$ cat config.mk
export PLATFORM = sky130hd
export DESIGN_NAME = clk_div_prog_flat
export DESIGN_NICKNAME = d
export VERILOG_FILES = /design/src/rtl/clk_div_pkg.sv /design/src/rtl/clk_div_prog_if.sv /design/src/rtl/clk_div_phase_gen.sv /design/src/rtl/clk_div_prog.sv /design/src/flat_wrapper.sv
export SDC_FILE = /design/constraint.sdc
export NUM_CORES = 1
export LEC_CHECK = 0
export CORE_MARGIN = 2
export CORE_UTILIZATION = 45
export CTS_CLUSTER_DIAMETER = 30
export DETAILED_ROUTE_END_ITERATION = 8
export PLACE_DENSITY = 0.72
export SLEW_MARGIN = 10
export SYNTH_ARGS = -nofsm -noshare
export SYNTH_HDL_FRONTEND = slang
export SYNTH_SLANG_ARGS = --single-unit
$ cat constraint.sdc
create_clock -name clk -period 4.1 [get_ports clk]
set_input_delay 1.025 -clock clk [delete_from_list [all_inputs] [get_ports clk]]
set_output_delay 1.025 -clock clk [all_outputs]
set_load 0.01 [all_outputs]
$ cat src/rtl/clk_div_pkg.sv
// clk_div_pkg: shared types, limits and legality check for the programmable clock divider
package clk_div_pkg;
  localparam int DIV_W = 8;
  typedef logic [DIV_W-1:0] div_t;
  localparam div_t DIV_MIN = 2;
  localparam div_t DEFAULT_DIV = 7;
  typedef enum logic {ST_IDLE, ST_RUN} st_t;
  function automatic logic is_legal_div(input int unsigned d);
    return d >= 32'(DIV_MIN);
  endfunction
endpackage

$ cat src/rtl/clk_div_prog_if.sv
// clk_div_prog_if: control/status bundle of the divider; duty_i exists only with CLK_DIV_DUTY_PROG_EN
interface clk_div_prog_if #(parameter int W = 8);
  logic en, div_load, div_ack, div_err, busy, tick, clk_out;
  logic [W-1:0] div_i, div_cur;
`ifdef CLK_DIV_DUTY_PROG_EN
  logic [W-1:0] duty_i;
`endif
  modport master (
    output en, div_load, div_i,
`ifdef CLK_DIV_DUTY_PROG_EN
    output duty_i,
`endif
    input div_ack, div_err, div_cur, busy, tick, clk_out
  );
  modport slave (
    input en, div_load, div_i,
`ifdef CLK_DIV_DUTY_PROG_EN
    input duty_i,
`endif
    output div_ack, div_err, div_cur, busy, tick, clk_out
  );
endinterface

$ cat src/rtl/clk_div_phase_gen.sv
// clk_div_phase_gen: registered high-phase flops fed with the next-cycle counter state
// Odd ratios stretch the high phase by half a cycle via a negedge flop (absent with CLK_DIV_DUTY_PROG_EN)
module clk_div_phase_gen
  import clk_div_pkg::*;
#(
  parameter int W = 8
) (
  input  logic         clk,
  input  logic         reset_n,
  input  logic         i_run,
  input  logic [W-1:0] i_cnt,
`ifdef CLK_DIV_DUTY_PROG_EN
  input  logic [W-1:0] i_duty,
`else
  input  logic [W-1:0] i_n,
`endif
  output logic         o_clk
);
  logic r_p;
`ifdef CLK_DIV_DUTY_PROG_EN
  always_ff @(posedge clk or negedge reset_n)
    if (!reset_n) r_p <= 1'b0;
    else r_p <= i_run & (i_cnt < i_duty);
  assign o_clk = r_p;
`else
  logic r_odd, r_n;
  always_ff @(posedge clk or negedge reset_n)
    if (!reset_n) begin
      r_p   <= 1'b0;
      r_odd <= 1'b0;
    end else begin
      r_p   <= i_run & (i_cnt < (i_n >> 1));
      r_odd <= i_n[0];
    end
  // half-cycle delayed copy of r_p; ORed in it extends the high phase to the negedge
  always_ff @(negedge clk or negedge reset_n)
    if (!reset_n) r_n <= 1'b0;
    else r_n <= r_p & r_odd;
  assign o_clk = r_p | r_n;
`endif
endmodule

$ cat src/rtl/clk_div_prog.sv
// clk_div_prog: runtime-programmable glitch-free clock divider with load/ack handshake
// Define CLK_DIV_DUTY_PROG_EN for a programmable posedge-aligned duty instead of 50%
module clk_div_prog
  import clk_div_pkg::*;
#(
  parameter int W = 8,
  parameter int DEFAULT_DIV = 7
) (
  input  logic           clk,
  input  logic           reset_n,
  clk_div_prog_if.slave  bus
);
  localparam logic [W-1:0] DEF_N = W'(DEFAULT_DIV);
  st_t r_st, w_st_nxt;
  logic [W-1:0] r_cnt, r_div, r_pend, w_cnt_nxt, w_div_nxt;
  logic r_busy, r_ack, r_err, w_bnd, w_legal, w_take;
`ifdef CLK_DIV_DUTY_PROG_EN
  logic [W-1:0] r_dty, r_pdty, w_dty_nxt;
  assign w_legal = is_legal_div(32'(bus.div_i)) && (bus.duty_i != '0) && (bus.duty_i < bus.div_i);
  assign w_dty_nxt = (w_bnd & r_busy) ? r_pdty : r_dty;
`else
  assign w_legal = is_legal_div(32'(bus.div_i));
`endif
  // idle counts as a boundary so a pending load lands while stopped
  assign w_bnd = (r_st == ST_IDLE) | (r_cnt == r_div - W'(1));
  assign w_take = bus.div_load & w_legal;
  always_comb begin
    w_st_nxt = ST_RUN;
    if (w_bnd && !bus.en) w_st_nxt = ST_IDLE;
    w_cnt_nxt = w_bnd ? '0 : r_cnt + W'(1);
    w_div_nxt = (w_bnd & r_busy) ? r_pend : r_div;
  end
  always_ff @(posedge clk or negedge reset_n)
    if (!reset_n) begin
      r_st  <= ST_IDLE;
      r_cnt <= '0;
    end else begin
      r_st  <= w_st_nxt;
      r_cnt <= w_cnt_nxt;
    end
  always_ff @(posedge clk or negedge reset_n)
    if (!reset_n) begin
      r_div  <= DEF_N;
      r_pend <= DEF_N;
      r_busy <= 1'b0;
      r_ack  <= 1'b0;
      r_err  <= 1'b0;
    end else begin
      r_div  <= w_div_nxt;
      r_ack  <= w_bnd & r_busy;
      r_err  <= bus.div_load & ~w_legal;
      r_busy <= (r_busy & ~w_bnd) | w_take;
      if (w_take) r_pend <= bus.div_i;
    end
`ifdef CLK_DIV_DUTY_PROG_EN
  always_ff @(posedge clk or negedge reset_n)
    if (!reset_n) begin
      r_dty  <= DEF_N >> 1;
      r_pdty <= DEF_N >> 1;
    end else begin
      r_dty <= w_dty_nxt;
      if (w_take) r_pdty <= bus.duty_i;
    end
`endif
  clk_div_phase_gen #(.W(W)) u_phase (
    .clk    (clk),
    .reset_n(reset_n),
    .i_run  (w_st_nxt == ST_RUN),
    .i_cnt  (w_cnt_nxt),
`ifdef CLK_DIV_DUTY_PROG_EN
    .i_duty (w_dty_nxt),
`else
    .i_n    (w_div_nxt),
`endif
    .o_clk  (bus.clk_out)
  );
  assign bus.div_ack = r_ack;
  assign bus.div_err = r_err;
  assign bus.div_cur = r_div;
  assign bus.busy    = r_busy;
  assign bus.tick    = (r_st == ST_RUN) & (r_cnt == '0);
endmodule

$ cat src/flat_wrapper.sv
// flat-port wrapper written by rule: the top's interface ports become plain ports
module clk_div_prog_flat import clk_div_pkg::*;
#(
  parameter int W = 8,
  parameter int DEFAULT_DIV = 7
)
  (clk, reset_n, bus_en, bus_div_load, bus_div_i, bus_div_ack, bus_div_err, bus_div_cur, bus_busy, bus_tick, bus_clk_out);
  clk_div_prog_if #(.W(W)) bus_i ();
  input  logic clk;
  input  logic reset_n;
  input wire logic [$bits(bus_i.en)-1:0] bus_en;
  input wire logic [$bits(bus_i.div_load)-1:0] bus_div_load;
  input wire logic [$bits(bus_i.div_i)-1:0] bus_div_i;
  output wire logic [$bits(bus_i.div_ack)-1:0] bus_div_ack;
  output wire logic [$bits(bus_i.div_err)-1:0] bus_div_err;
  output wire logic [$bits(bus_i.div_cur)-1:0] bus_div_cur;
  output wire logic [$bits(bus_i.busy)-1:0] bus_busy;
  output wire logic [$bits(bus_i.tick)-1:0] bus_tick;
  output wire logic [$bits(bus_i.clk_out)-1:0] bus_clk_out;
  assign bus_i.en = bus_en;
  assign bus_i.div_load = bus_div_load;
  assign bus_i.div_i = bus_div_i;
  assign bus_div_ack = bus_i.div_ack;
  assign bus_div_err = bus_i.div_err;
  assign bus_div_cur = bus_i.div_cur;
  assign bus_busy = bus_i.busy;
  assign bus_tick = bus_i.tick;
  assign bus_clk_out = bus_i.clk_out;
  clk_div_prog #(.W(W), .DEFAULT_DIV(DEFAULT_DIV)) u_core (.clk(clk), .reset_n(reset_n), .bus(bus_i));
endmodule
==> results of run 1 <==
==> synthesized netlist by cell type, types with 2 or more instances <==
cell       n  area, um^2
buf_6      2        22.5
o211ai_1   2        15.0
nor2_1    12        45.0
xor2_1     9        78.8
nand3_1    6        30.0
o21ai_0    2        10.0
mux2i_1    9        90.1
inv_1      7        26.3
nand3b_1   2        15.0
dfstp_2    6         158
mux2_4     3        45.0
ha_1       9         113
dfrtp_1   24         601
mux2_2     7        78.8
and3_1     3        18.8
nand2_1   23        86.3
clkbuf_1   2        7.51
xnor2_1    8        70.1
nand2b_1   4        25.0
or2_2      2        12.5
and2_1     2        12.5
==> state kept, by name, summed over array words and instances, names as in the netlist <==
signal	flops
u_core.r_pend	8
u_core.bus.div_err	1
u_core.bus.busy	1
u_core.u_phase.r_p	1
u_core.u_phase.r_odd	1
u_core.r_st	1
u_core.u_phase.r_n	1
u_core.bus.div_cur	8
u_core.r_cnt	8
u_core.bus.div_ack	1
==> power by group <==
part | leakage (nW) | switching [mW] | internal, mW
logic | 0.578 | 0.0149 | 0.0147
clock network | 0.0612 | 0.104 | 0.196
registers | 0.378 | 0.00529 | 0.316
total | 1.02 | 0.125 | 0.527
==> final cells by class <==
class / count / area [um^2]
inverters: 7 / 26.3
fillers: 323 / 1570
flip-flops and latches: 31 / 783
clock buffers: 6 / 82.6
well taps: 48 / 60.1
repair buffers: 25 / 249
clock inverters: 2 / 35.0
multi-input cells: 121 / 938
==> final timing paths <==
kind / startpoint / slack (ns) / to / cells past startpoint
min in group asynchronous: reset_n / 1.26 / u_core.r_pend[7]$_DFFE_PN0P_ / 2
hold reg to reg: u_core.r_pend[1]$_DFFE_PN1P_ / 0.48 / u_core.r_pend[1]$_DFFE_PN1P_ / 2
hold / removal: u_core.r_pend[1]$_DFFE_PN1P_ / 0.48 / u_core.r_pend[1]$_DFFE_PN1P_ / 2
max in group asynchronous: reset_n / 1.05 / u_core.u_phase.r_n$_DFF_NN0_ / 1
setup reg to reg: u_core.bus.div_cur[0]$_DFF_PN1_ / 0.37 / u_core.u_phase.r_p$_DFF_PN0_ / 14
setup / recovery: u_core.u_phase.r_n$_DFF_NN0_ / 0.06 / bus_clk_out / 2
==> metrics by stage <==
stage | worst slack (ns) | total power, mW | setup TNS, ns | instance area, um^2
floorplan | 0.415 | 0.335 | 0 | 1790
global route | 0.0316 | 0.680 | 0 | 2170
finish | 0.0578 | 0.651 | 0 | 2170
CTS | 0.0458 | 0.661 | 0 | 2170
detailed placement | -0.0387 | 0.357 | -0.0387 | 2050
global placement | -0.0315 | 0.355 | -0.0315 | 2050
==> worst max-delay path: stages, from the launching register on <==
cell and delay (ns):
dfrtn_1 0.32, or2_4 0.24, buf_6 0.12
==> kinds of logic after synthesis <==
kind of cell    after synthesis  share of synthesized area [%]
mux                          19                           11.9
simple gates                 62                           17.7
fa+ha+maj                     9                           6.28
xor+xnor                     17                           8.30
buf+inv                      13                           4.18
flops                        31                           43.7
compound gates               14                           7.95
==> what timing repair did <==
item                                    in CTS  in global routing
resized for setup                            6                  0
endpoints found under the setup margin       1                  0
hold buffers                                 0                  0
==> routing by layer <==
metal,track usage (%),vias to the layer above
met2,30.9,24
met5,0,-
li1,-,617
met3,3.50,7
met1,20.5,591
met4,7.14,0
==> out/summary.md, run 1 <==
The clock arrives with 0.00890 ns of skew. The average instance in the mapped netlist occupies 10.9 um^2. TritonCTS built the clock tree.

The number of levels in the clock H-tree is 2. Summed over all layers, the global routing overflow is 0. The wire length of the first global-routing pass is 5850 um, and the total routed wirelength is 3300 um.

The initialized floorplan defines 22 standard-cell rows. The maximum clock path buffer count was 2. Static leakage: 1.02 nW.

In this run the worst hold path is classified as reg2reg. Setup repair after global routing left no endpoint under its margin. In this run the count of I/O pins placed on the die edge is 25. The slew at the pin closest to its max-slew limit was 0.380 ns; the half-perimeter wire length after detailed placement was 2620 um. In this run the remaining antenna-violating nets after routing total 0. The run gives 0.479 ns as the worst slack on hold paths. The first TritonRoute pass finished after 4 iterations.

For this design, the sink count on the clock tree is 31. Dividing the detail-routed wire length by the instance count gives 13.8 um. The number of antenna violations at the first check in global routing is 0. Number of endpoints with negative hold slack in the final report: 0. In the detailed route, the total length drawn on met3 is 111 um.

Detailed routing placed a total of 1670 um of wire on met2. The critical path is of the reg2out type. The worst setup path is launched from a register. The logs give 0 for the number of antenna repair diodes and 5 for the number of buffers created by CTS. The count of flip-flops with a built-in enable after synthesis is 0. Leaving out fill and tap cells, the most frequent cells in the layout are dfrtp_1 (24), nand2_1 (23), clkdlybuf4s50_1 (23), nor2_1 (12).

The unique cell type count in the Yosys netlist was 42. For this run, the number of Yosys warnings is 0. Of the synthesized area, sequential elements account for 43.7%. The critical-path maximum fanout was 1; the layout cell share with drive strength beyond 1 was 18.8%. The count of buffers added on input and output ports is 24. In the global route stage, overall resource usage came out at 17.4%.

In the final design database the tool counted 212 nets. The synthesized area came out at 0.00179 mm^2. The tools report the cell count after placement as 232. From synthesis to final layout, the design area changed by 21.2%. The run gives 0.00451 mm^2 as the area of the die. Measured on the finished design, the core utilization comes to 58.1%.

The most common cell after layout, fill and taps aside is dfrtp_1. Total of max-cap violations: 0. After clock tree synthesis, the setup repair step added 0 buffers. The area of the placeable core was 0.00374 mm^2; the overall via count from detail_route was 1239.

The latest clock arrival within the worst-skew pair was 0.29 ns; the gate count of the mapped netlist was 165. From bottom edge to top edge, the die measures 67.1 um. The logs give 240 for the number of cells in the finished layout apart from fillers and 3.07 ns for the required time reported for the critical path endpoint. Across the VDD grid, the largest voltage drop is 0.000240 V.

The number of synthesized register bits was 31. Entering global routing, the biggest net connects 31 pins. The run gives 42 as the number of DRC markers after the initial detailed-route iteration. The congestion estimate from routability-driven global placement came to 0.852. Signal routing reaches up to met4.

The flow ran to the end, and the final reports show no timing, DRC or antenna violations. The tools report the number of slew-limit violations in the final report as 0. In the routed design, unresolved DRC markers number 0. For the number of nets produced by synthesis, the log shows 186. The number of setup violations in the final report was 0; the clock-pin slew on the worst setup and hold paths was 0.06 ns. After synthesis, the share of flip-flops with an asynchronous set or reset is 100%. The arrival time at the worst endpoint is 3.02 ns, and the number of global-route vias before repair is 1332. The cell sitting at the root of the clock tree is a clkbuf_8.

After detailed routing, the wire length on met1 is 1470 um. The tools report the endpoint class of the critical path as a primary output. The die width was 67.1 um; the effective utilization at floorplan was 47.9%. The power per standard cell area is 300 mW/mm^2. In the synthesized netlist the dominant register cell turns out to be dfrtp_1. Headroom to the max-slew limit came out at 74.6%. Dividing the detail-routed via count by the number of cells gives 5.16.
Power figures use the tool's default switching activity.
==> run 2: changes to the inputs <==
--- a/config.mk
+++ b/config.mk
@@ -6,10 +6,11 @@
 export NUM_CORES = 1
 export LEC_CHECK = 0
 export CORE_MARGIN = 2
-export CORE_UTILIZATION = 45
+export CORE_UTILIZATION = 41
+export CTS_BUF_LIST = sky130_fd_sc_hd__clkbuf_2
 export CTS_CLUSTER_DIAMETER = 30
 export DETAILED_ROUTE_END_ITERATION = 8
-export PLACE_DENSITY = 0.72
+export PLACE_DENSITY = 0.67
 export SLEW_MARGIN = 10
 export SYNTH_ARGS = -nofsm -noshare
 export SYNTH_HDL_FRONTEND = slang
==> run 2 against run 1 <==
Via count increased by 0.56%; non-clock buffer count unchanged; global-route usage decreased by 1.6 points; first-iteration DRC count decreased by 69%; critical path depth unchanged; sequential share of layout area increased by 1.2 points; final area decreased by 3.3%; die area increased by 9.2%; clock power decreased by 52%; critical endpoint unchanged; highest routed layer unchanged.
==> out/summary.md, run 2 (synthesis gave the netlist of run 1 again) <==
The flow ran to the end, and the final reports show no timing, DRC or antenna violations. Counting along the longest clock path gives a buffer depth of 2. For the number of antenna violations at the first check in global routing, the log shows 0. The H-tree was split into 2 levels.

In this run, CTS created clock tree buffers numbering 5. The run gives 15.8% as the total global routing track utilization. The power per standard cell area is 236 mW/mm^2, and the required time reported for the critical path endpoint is 3.07 ns. For the worst-case headroom to the max-slew limit, the log shows 75.2%.

Setup repair after global routing could not meet its margin everywhere. The first-pass iteration count of the detailed router was 4; the number of filler cells placed in the layout was 421. The logs give 0.00429 mm^2 for the area of the placeable core and 3450 um for the total routed wirelength. The die is 70.2 um tall. Cells with a size suffix above 1 make up 18.8% of the layout.

The number of cells traversed by the worst register-to-register path is 14. The count of boundary I/O pins was 25; the number of endpoints with negative hold slack in the final report was 0. IR analysis of the VDD net gives a maximum drop of 0.000182 V. In this run the worst hold path is classified as reg2reg. By startpoint and endpoint, the worst setup path is classified as reg2out. Summing over every cut layer, the via total after detailed routing is 1246. The die covers 0.00492 mm^2. The floorplan has 24 rows.

The total overflow left after global routing is 0. At the pin with the least slew margin, the transition time is 0.372 ns. The wire length of the first global-routing pass came out at 6070 um. The tools report the endpoint class of the critical path as a primary output. The run gives 0 as the number of nets still failing antenna checks after routing. The total of max-cap violations is 0, and the number of slew-limit violations in the final report is 0.

The worst setup skew after layout was 0.0403 ns. The library cells used most frequently in the layout, excluding fill and tap cells, are dfrtp_1 (24), nand2_1 (23), clkdlybuf4s50_1 (23), nor2_1 (12). Measured along the x axis, the die boundary spans 70.2 um. The number of buffers inserted for hold repair after clock tree synthesis is 0, and the arrival time at the worst endpoint is 3.06 ns. TritonCTS built the clock tree. The number of global-route vias before repair was 1359; the number of DRC markers after the initial detailed-route iteration was 13. For the final routed database, the setup TNS stands at 0 ns. The wire-length estimate of the detail-placed layout is 2720 um. 0 antenna diodes ended up in the layout. Once the floorplan was initialized, standard cells occupied 41.8% of the core. After detailed routing, the number of vias per cell comes to 5.11. The number of port buffers is 24.

Setup violations remaining at the end of the flow were counted as 0. The worst hold path was traced through 2 stages. At the end of routability-driven placement, the weighted congestion stood at 0.861. The area of all sequential standard cells is 783 um^2.

The final layout contains 212 nets. Summed over all cells, the static leakage comes to 0.988 nW. After detailed routing, the average wire length per cell comes to 14.2 um. The most common cell after layout, fill and taps aside was dfrtp_1. For the pin count of the biggest net entering global routing, the log shows 31. The latest clock arrival within the worst-skew pair is 0.36 ns. The sort of element at the start of the critical path is a register. After detailed routing, the number of remaining DRC violations is 0. The critical-path maximum fanout came out at 1. Clock-pin slew on the worst setup and hold paths: 0.15 ns.

The run gives 31 as the number of sinks handled by clock tree synthesis. CTS placed an instance of clkbuf_2 at the clock tree root. From synthesis to final layout, the design area changed by 17.2%. The multi-input combinational cell area came out at 938 um^2. The design draws 496 uW.
==> run 2: cell type report <==
| cell class | instances | share of cell area [%] |
|---|---|---|
| clock buffers | 7 | 1.67 |
| clock inverters | 1 | 0.238 |
| inverters | 7 | 1.25 |
| multi-input cells | 121 | 44.6 |
| flip-flops and latches | 31 | 37.3 |
| well taps | 52 | 3.10 |
| repair buffers | 25 | 11.8 |
==> run 2: worst paths after layout <==
path	from	endpoint	slack, ns
hold reg to reg	u_core.r_pend[1]$_DFFE_PN1P_	u_core.r_pend[1]$_DFFE_PN1P_	0.49
setup reg to reg	u_core.bus.div_cur[1]$_DFF_PN1_	u_core.u_phase.r_p$_DFF_PN0_	0.42
max in group asynchronous	reset_n	u_core.u_phase.r_n$_DFF_NN0_	1.12
setup / recovery	u_core.u_phase.r_n$_DFF_NN0_	bus_clk_out	0.01
hold / removal	u_core.r_pend[1]$_DFFE_PN1P_	u_core.r_pend[1]$_DFFE_PN1P_	0.49
min in group asynchronous	reset_n	u_core.bus.div_cur[4]$_DFF_PN0_	1.14
==> run 2: critical path, cell delays in order, from the launching register on <==
cell	delay, ns
dfrtn_1	0.35
or2_4	0.22
buf_6	0.12
==> run 2: per-stage QoR <==
stage	setup WS, ns	cells	hold WS, ns	utilization, %	area [um^2]
final	0.0142	244	0.487	49.0	2100
after floorplan	0.415	165	0.445	-	1790
after global routing	-0.0485	244	0.528	49.0	2100
after detailed placement	-0.0519	236	0.474	47.9	2060
after CTS	-0.0184	244	0.495	49.0	2100
after global placement	-0.0294	236	0.458	47.9	2060
==> run 2: power breakdown <==
group	internal (mW)	switching (mW)	leakage, nW
Clock	0.0465	0.0987	0.0330
Combinational	0.0147	0.0150	0.578
Sequential	0.315	0.00541	0.378
Total	0.377	0.119	0.988
==> run 2: repair_timing <==
action | 4_1_cts | 5_1_grt
cloned | 0 | 0
pin swaps | 1 | 0
setup buffers | 0 | 0
endpoints found under the setup margin | 1 | 1
resized for setup | 6 | 0
==> run 2: metal layers <==
layer,wire length (um),vias up,GRT usage (%)
met5,0,-,0
li1,-,620,-
met2,1640,27,25.5
met1,1560,589,19.0
met4,105,0,8.76
met3,143,10,4.33
==> run 3: changes to the inputs <==
--- a/config.mk
+++ b/config.mk
@@ -11,7 +11,7 @@
 export CTS_CLUSTER_DIAMETER = 30
 export DETAILED_ROUTE_END_ITERATION = 8
 export PLACE_DENSITY = 0.67
-export SLEW_MARGIN = 10
+export SLEW_MARGIN = 20
 export SYNTH_ARGS = -nofsm -noshare
 export SYNTH_HDL_FRONTEND = slang
 export SYNTH_SLANG_ARGS = --single-unit
==> results of run 3 <==
The final DEF is identical to that of run 2; final timing and power are the same.
